--- config.mk ---
export PLATFORM = sky130hd
export DESIGN_NAME = simon_autoplayer_flat
export DESIGN_NICKNAME = d
export VERILOG_FILES = /design/src/rtl/simon_pkg.sv /design/src/rtl/simon_autoplayer_if.sv /design/src/rtl/simon_press_gen.sv /design/src/rtl/simon_autoplayer.sv /design/src/flat_wrapper.sv
export SDC_FILE = /design/constraint.sdc
export NUM_CORES = 1
export LEC_CHECK = 0
export CAP_MARGIN = 5
export CORE_MARGIN = 3
export CORE_UTILIZATION = 39
export CTS_BUF_LIST = sky130_fd_sc_hd__clkbuf_2 sky130_fd_sc_hd__clkbuf_4 sky130_fd_sc_hd__clkbuf_8
export DETAILED_ROUTE_END_ITERATION = 6
export SLEW_MARGIN = 25
export SYNTH_ARGS = -nofsm -noshare
export SYNTH_HDL_FRONTEND = slang
export SYNTH_SLANG_ARGS = --single-unit
--- constraint.sdc ---
create_clock -name sysclk -period 3 [get_ports sysclk]
set_clock_uncertainty 0.1 [all_clocks]
set_input_delay 0.9 -clock sysclk [delete_from_list [all_inputs] [get_ports sysclk]]
set_output_delay 0.9 -clock sysclk [all_outputs]
set_load 0.1 [all_outputs]
--- src/rtl/simon_pkg.sv ---
// Shared constants, state encoding and LFSR helper for the Simon autoplayer.
package simon_pkg;

  localparam logic [2:0] LED_MODE_INPUT    = 3'b001;
  localparam logic [2:0] LED_MODE_PLAYBACK = 3'b010;
  localparam logic [2:0] LED_MODE_REPEAT   = 3'b100;
  localparam logic [2:0] LED_MODE_DONE     = 3'b111;

  // Fibonacci taps 8,6,5,4 expressed as bit positions 7,5,4,3.
  localparam logic [7:0] LFSR_TAPS = 8'hB8;

  typedef enum logic [2:0] {
    StIdle,
    StGen,
    StCapture,
    StReplay,
    StHalt,
    StWaitAck
  } player_state_e;

  function automatic logic [7:0] lfsr_step(logic [7:0] s);
    return {s[6:0], ^(s & LFSR_TAPS)};
  endfunction

endpackage

--- src/rtl/simon_autoplayer_if.sv ---
// Switch/button/LED connection between the autoplayer (master) and the Simon game (slave).
interface simon_autoplayer_if;
  logic [2:0] mode_leds;
  logic [3:0] pattern_leds;
  logic [3:0] pattern;
  logic       pclk;

  modport master (
    input  mode_leds,
    input  pattern_leds,
    output pattern,
    output pclk
  );

  modport slave (
    output mode_leds,
    output pattern_leds,
    input  pattern,
    input  pclk
  );
endinterface

--- src/rtl/simon_press_gen.sv ---
// Button-press timer: setup low, press high, release low, settle, then a one-cycle ack.
module simon_press_gen #(
  parameter int unsigned SETUP_CYCLES  = 2,
  parameter int unsigned PRESS_CYCLES  = 3,
  parameter int unsigned SETTLE_CYCLES = 2
) (
  input  logic sysclk,
  input  logic rst,
  input  logic req,
  output logic pclk,
  output logic ack
);

  localparam int unsigned Total = SETUP_CYCLES + 2 * PRESS_CYCLES + SETTLE_CYCLES;
  localparam int unsigned CntW  = $clog2(Total + 1);

  logic [CntW-1:0] cnt_q, cnt_d;
  logic            run_q, run_d;
  logic            pclk_q, pclk_d;
  logic            ack_q, ack_d;

  // cnt counts cycles since the req cycle, so the req cycle itself is setup cycle 0.
  always_comb begin
    run_d = run_q;
    cnt_d = cnt_q;
    if (run_q) begin
      cnt_d = cnt_q + 1'b1;
    end else if (req) begin
      run_d = 1'b1;
      cnt_d = CntW'(1);
    end
    pclk_d = run_d && (cnt_d >= CntW'(SETUP_CYCLES)) &&
             (cnt_d < CntW'(SETUP_CYCLES + PRESS_CYCLES));
    ack_d  = run_d && (cnt_d == CntW'(Total));
    if (ack_d) begin
      run_d = 1'b0;
    end
  end

  always_ff @(posedge sysclk or posedge rst) begin
    if (rst) begin
      cnt_q  <= '0;
      run_q  <= 1'b0;
      pclk_q <= 1'b0;
      ack_q  <= 1'b0;
    end else begin
      cnt_q  <= cnt_d;
      run_q  <= run_d;
      pclk_q <= pclk_d;
      ack_q  <= ack_d;
    end
  end

  assign pclk = pclk_q;
  assign ack  = ack_q;

endmodule

--- src/rtl/simon_autoplayer.sv ---
// Plays Simon from the switch side: generates a pattern, captures playback, replays it,
// and counts completed rounds until the game reports done.
module simon_autoplayer
  import simon_pkg::*;
#(
  parameter int unsigned MAX_SEQ       = 64,
  parameter int unsigned SETUP_CYCLES  = 2,
  parameter int unsigned PRESS_CYCLES  = 3,
  parameter int unsigned SETTLE_CYCLES = 2,
  parameter logic [7:0]  LFSR_SEED     = 8'hA5
) (
  input  logic                      sysclk,
  input  logic                      rst,
  input  logic                      start,
  input  logic                      inject_err,
  simon_autoplayer_if.master        game,
  output logic [6:0]                rounds,
  output logic                      busy,
  output logic                      game_over,
  output logic                      error
);

  localparam int unsigned IdxW  = $clog2(MAX_SEQ) + 1;
  localparam int unsigned AddrW = $clog2(MAX_SEQ);

  player_state_e   state_q, ret_q, ack_next;
  logic [7:0]      lfsr_q;
  logic [IdxW-1:0] idx_q, len_q;
  logic [3:0]      pattern_q;
  logic            req_q, ack;
  logic [6:0]      rounds_q;
  logic            busy_q, game_over_q, error_q;
  logic            ack_done;

  logic [3:0]       mem [MAX_SEQ];
  logic [AddrW-1:0] addr;
  logic [3:0]       rd_data, replay_pat, gen_pat;

  assign addr       = idx_q[AddrW-1:0];
  assign rd_data    = mem[addr];
  assign replay_pat = (inject_err && (idx_q == len_q - 1'b1)) ?
                      {rd_data[2:0], rd_data[3]} : rd_data;
  assign gen_pat    = 4'b0001 << lfsr_q[1:0];

  always_ff @(posedge sysclk) begin
    if (state_q == StCapture) begin
      mem[addr] <= game.pattern_leds;
    end
  end

  // Where the game's response after a press leads; anything unlisted halts with error.
  always_comb begin
    ack_next = StHalt;
    ack_done = 1'b0;
    if (game.mode_leds == LED_MODE_DONE && ret_q != StCapture) begin
      ack_done = 1'b1;
    end else begin
      case (ret_q)
        StGen: begin
          if (game.mode_leds == LED_MODE_PLAYBACK)   ack_next = StCapture;
          else if (game.mode_leds == LED_MODE_INPUT) ack_next = StGen;
        end
        StCapture: begin
          if (game.mode_leds == LED_MODE_PLAYBACK && idx_q != IdxW'(MAX_SEQ)) begin
            ack_next = StCapture;
          end else if (game.mode_leds == LED_MODE_REPEAT) begin
            ack_next = StReplay;
          end
        end
        StReplay: begin
          if (game.mode_leds == LED_MODE_REPEAT && idx_q < len_q)      ack_next = StReplay;
          else if (game.mode_leds == LED_MODE_INPUT && idx_q == len_q) ack_next = StGen;
        end
        default: ack_next = StHalt;
      endcase
    end
  end

  always_ff @(posedge sysclk or posedge rst) begin
    if (rst) begin
      state_q     <= StIdle;
      ret_q       <= StIdle;
      lfsr_q      <= LFSR_SEED;
      idx_q       <= '0;
      len_q       <= '0;
      pattern_q   <= '0;
      req_q       <= 1'b0;
      rounds_q    <= '0;
      busy_q      <= 1'b0;
      game_over_q <= 1'b0;
      error_q     <= 1'b0;
    end else begin
      req_q <= 1'b0;
      unique case (state_q)
        StIdle: begin
          if (start && game.mode_leds == LED_MODE_INPUT) begin
            pattern_q <= gen_pat;
            lfsr_q    <= lfsr_step(lfsr_q);
            req_q     <= 1'b1;
            ret_q     <= StGen;
            busy_q    <= 1'b1;
            state_q   <= StWaitAck;
          end
        end
        StGen: begin
          pattern_q <= gen_pat;
          lfsr_q    <= lfsr_step(lfsr_q);
          req_q     <= 1'b1;
          ret_q     <= StGen;
          state_q   <= StWaitAck;
        end
        StCapture: begin
          idx_q     <= idx_q + 1'b1;
          pattern_q <= '0;
          req_q     <= 1'b1;
          ret_q     <= StCapture;
          state_q   <= StWaitAck;
        end
        StReplay: begin
          pattern_q <= replay_pat;
          idx_q     <= idx_q + 1'b1;
          req_q     <= 1'b1;
          ret_q     <= StReplay;
          state_q   <= StWaitAck;
        end
        StWaitAck: begin
          if (ack) begin
            state_q <= ack_next;
            if (ack_next == StHalt) begin
              pattern_q   <= '0;
              busy_q      <= 1'b0;
              game_over_q <= game_over_q | ack_done;
              error_q     <= error_q | !ack_done;
            end
            if (ret_q == StCapture && ack_next == StReplay) begin
              len_q <= idx_q;
              idx_q <= '0;
            end else if (ret_q == StGen && ack_next == StCapture) begin
              idx_q <= '0;
            end
            if (ret_q == StReplay && ack_next == StGen && rounds_q != 7'd127) begin
              rounds_q <= rounds_q + 1'b1;
            end
          end
        end
        StHalt: ;
        default: begin
          state_q   <= StHalt;
          pattern_q <= '0;
          busy_q    <= 1'b0;
          error_q   <= 1'b1;
        end
      endcase
    end
  end

  simon_press_gen #(
    .SETUP_CYCLES (SETUP_CYCLES),
    .PRESS_CYCLES (PRESS_CYCLES),
    .SETTLE_CYCLES(SETTLE_CYCLES)
  ) u_press_gen (
    .sysclk(sysclk),
    .rst   (rst),
    .req   (req_q),
    .pclk  (game.pclk),
    .ack   (ack)
  );

  assign game.pattern = pattern_q;
  assign rounds       = rounds_q;
  assign busy         = busy_q;
  assign game_over    = game_over_q;
  assign error        = error_q;

endmodule

--- src/flat_wrapper.sv ---
// flat-port wrapper written by rule: the top's interface ports become plain ports
module simon_autoplayer_flat import simon_pkg::*;
#(
  parameter int unsigned MAX_SEQ       = 64,
  parameter int unsigned SETUP_CYCLES  = 2,
  parameter int unsigned PRESS_CYCLES  = 3,
  parameter int unsigned SETTLE_CYCLES = 2,
  parameter logic [7:0]  LFSR_SEED     = 8'hA5
)
  (sysclk, rst, start, inject_err, rounds, busy, game_over, error, game_mode_leds, game_pattern_leds, game_pattern, game_pclk);
  simon_autoplayer_if game_i ();
  input  logic sysclk;
  input  logic rst;
  input  logic start;
  input  logic inject_err;
  output logic [6:0] rounds;
  output logic busy;
  output logic game_over;
  output logic error;
  input wire logic [$bits(game_i.mode_leds)-1:0] game_mode_leds;
  input wire logic [$bits(game_i.pattern_leds)-1:0] game_pattern_leds;
  output wire logic [$bits(game_i.pattern)-1:0] game_pattern;
  output wire logic [$bits(game_i.pclk)-1:0] game_pclk;
  assign game_i.mode_leds = game_mode_leds;
  assign game_i.pattern_leds = game_pattern_leds;
  assign game_pattern = game_i.pattern;
  assign game_pclk = game_i.pclk;
  simon_autoplayer #(.MAX_SEQ(MAX_SEQ), .SETUP_CYCLES(SETUP_CYCLES), .PRESS_CYCLES(PRESS_CYCLES), .SETTLE_CYCLES(SETTLE_CYCLES), .LFSR_SEED(LFSR_SEED)) u_core (.sysclk(sysclk), .rst(rst), .start(start), .inject_err(inject_err), .game(game_i), .rounds(rounds), .busy(busy), .game_over(game_over), .error(error));
endmodule
==> metrics <==
outcome=completed; IO Port Bufs=25; simple-gate share of the synthesized area=10.8%; fin crit period=2940 ps; Via Count=8760; dominant cell type by area after synthesis=edfxtp_1; path type of the worst min-delay path=flop to flop; Clock Root Buffer=clkbuf_8; Initial Utilization=40.1%; reg2reg start=u_core.idx_q[2]$_DFFE_PP0P_; finished layout cell area=15900 um^2; ANT nets after route=0; Iteration-0 DRC Markers=925; Async S/R FF share, synth=16.1%; Power Dens Cells=545 nW/um^2; Crit path required time=3380 ps; Syn. warnings=0; total power=0.00865 W; post-synthesis xor/xnor area fraction=1.33%; Final #Nets=1131; Die X=190 um; share of the synthesized area in the top cell type=58.2%; DRT Pass-1 Iters=7; FF-to-FF End=u_core.game.pattern[3]$_DFFE_PP0P_; Area growth syn-to-layout=20.0%; Max FO, Critical Path=9; die height=190 um; setup slack at placement=-137 ps; final worst-path setup slack=64.4 ps; Syn Area/Cell=13.9 um^2; fin util=48.1%; clock-pin slew on the worst setup and hold paths=60 ps; MaxCap Viol Count=0; Fmax=341 MHz; register area share after synthesis=67.5%; CTS Sinks=305; pin count of the biggest net entering global routing=65; IO Pins=26; library cells used by synthesis=75; GR Overflow Total=0; first-pass GRT wire length=53000 um; initial antenna violation count=0; Hold Path End=u_core.lfsr_q[5]$_DFFE_PP1P_; complex-gate fraction of the synthesized area=9.45%; Layout Cells excl Fill=1591; Reg2Reg Setup Slack=60 ps; Tightest Pin Transition=701 ps; vias in the first global route=8909; cell row count=66; # H-tree levels=2; placed cells=1495; Tcrit/Tclk final=97.9%; DP Area=14700 um^2; proportion of layout cells with a drive suffix above 1=25.4%; largest cells by area after synthesis=edfxtp_1 58%, dfrtp_1 8.5%, mux4_2 3.2%; final hold vios=0; Arrival @ worst endpoint=3310 ps; Pleak=5.76 nW; WHS Path Cells=2; Core ar.=32900 um^2; Slew HR=53.3%; largest family of logic cells by synthesized area=simple AND/OR/NAND/NOR gates; routed vias/inst=5.51; Antenna diodes=0; mux share of post-synthesis cell area=7.14%; critical path class=flop to flop; Final Setup Violations=0; overall routing resource usage=19.1%; Post-Syn Area=13200 um^2; commonest non-fill, non-tap cell in the layout=edfxtp_1; most frequent cells in the layout=256 x edfxtp_1, 142 x buf_4, 109 x nor2_1; Num CTS Buffers=50; Yosys reg bits=305; Peak VDD IR=0.337 mV; critical path endpoint category=flop; Die Footprint=36100 um^2; hold_sp=u_core.lfsr_q[5]$_DFFE_PP1P_; synthesized net count=974; CTS tree=done; RD Place Congestion=0.871; DRC Markers=0; Setup crit start kind=flop; hpwl dp=23000 um; fin. max-slew vios=0; top_reg_cell synth=edfxtp_1; number of synthesized flops with an enable pin=256; Worst-Skew Late Latency=590 ps; post-synthesis cell count=951; R2R cell count=9; post-synthesis adder-cell area fraction=1.14%; final WL=34300 um; clock buffer depth=3; drt wl/cell=21.5 um
-- worst max-delay path by stage --
stage / end / from / slack (ps) / cells after the start
floorplan: u_core.rounds[1]$_DFFE_PP0P_ / game_mode_leds[1] / 120 / 9
global placement: u_core.rounds[1]$_DFFE_PP0P_ / game_mode_leds[2] / -90 / 8
detailed placement: u_core.rounds[1]$_DFFE_PP0P_ / game_mode_leds[2] / -140 / 8
CTS: u_core.game.pattern[3]$_DFFE_PP0P_ / u_core.idx_q[2]$_DFFE_PP0P_ / 7 / 11
global route: u_core.game.pattern[3]$_DFFE_PP0P_ / u_core.idx_q[2]$_DFFE_PP0P_ / -6 / 9
finish: u_core.game.pattern[3]$_DFFE_PP0P_ / u_core.idx_q[2]$_DFFE_PP0P_ / 60 / 9
-- registers in the layout, summed over array words and instances (netlist names), 2 cells and up --
signal                    flops
u_core.mem                  256
u_core.lfsr_q                 8
u_core.idx_q                  7
u_core.len_q                  7
u_core.rounds                 7
u_core.game.pattern           4
u_core.u_press_gen.cnt_q      4
u_core.state_q                3
u_core.ret_q                  2
-- cell families (layout without fill, tap and decap cells) --
| logic type | Yosys count | in the layout |
|---|---|---|
| AOI/OAI and AO/OA | 177 | 177 |
| DFF | 305 | 305 |
| adders and majority gates | 12 | 12 |
| buffers and inverters | 72 | 270 |
| muxes | 68 | 68 |
| and+or+nand+nor | 297 | 297 |
| xor gates and xnor gates | 20 | 20 |
-- where the power goes --
part | switching (W) | total [W] | leakage [nW] | internal (W)
Sequential | 0.0000234 | 0.00464 | 2.90 | 0.00461
Combinational | 0.000130 | 0.000196 | 2.31 | 0.0000657
Clock | 0.00167 | 0.00381 | 0.552 | 0.00214
-- metrics by stage --
| stage | hold slack [ps] | TNS, ps |
|---|---|---|
| 2_1_floorplan | 340 | 0 |
| 3_3_place_gp | 353 | -309 |
| 3_5_place_dp | 366 | -779 |
| 4_1_cts | 376 | 0 |
| 5_1_grt | 407 | -5.99 |
| 6_report | 377 | 0 |
-- synth_stat cells, types with 11 or more instances --
cell / n
mux4_2: 19
mux2i_1: 29
nand2_1: 68
nand4_1: 11
nand3_1: 16
o21ai_0: 33
ha_1: 12
edfxtp_1: 256
nor3_1: 16
a221oi_1: 12
nor2_1: 109
mux2_2: 15
clkbuf_1: 21
inv_1: 13
a21oi_1: 26
dfrtp_1: 45
buf_2: 20
nor2b_1: 13
-- layer usage --
metal,global-route usage [%],part of all wire [%],vias to the layer above
met2,30.0,47,365
met1,26.7,42,4350
li1,-,-,3990
met4,6.54,2.5,0
met3,3.92,8.0,55
met5,0,0,-
-- critical path, stage by stage (launching register included) --
cell and delay [ps]:
dfrtp_4 580, buf_4 180, mux2_1 300, mux4_2 490, a21o_1 220, o211ai_1 220
nor4_2 110, buf_4 160, a32o_1 210, a311o_1 260
-- final cells by class --
cell class / instances / area, um^2
timing repair buffer: 160 / 1300
fill: 2903 / 17100
multi-input combinational: 574 / 3970
clock buffer: 74 / 875
clock inverter: 19 / 180
sequential: 305 / 8920
inverter: 17 / 65.1
tap: 442 / 553
-- repair_timing --
action	4_1_cts	5_1_grt
gates resized for setup	3	2
endpoints found under the setup margin	4	4
hold buffers	0	0
buffers inserted	0	3
(Power assumes the default switching activity.)
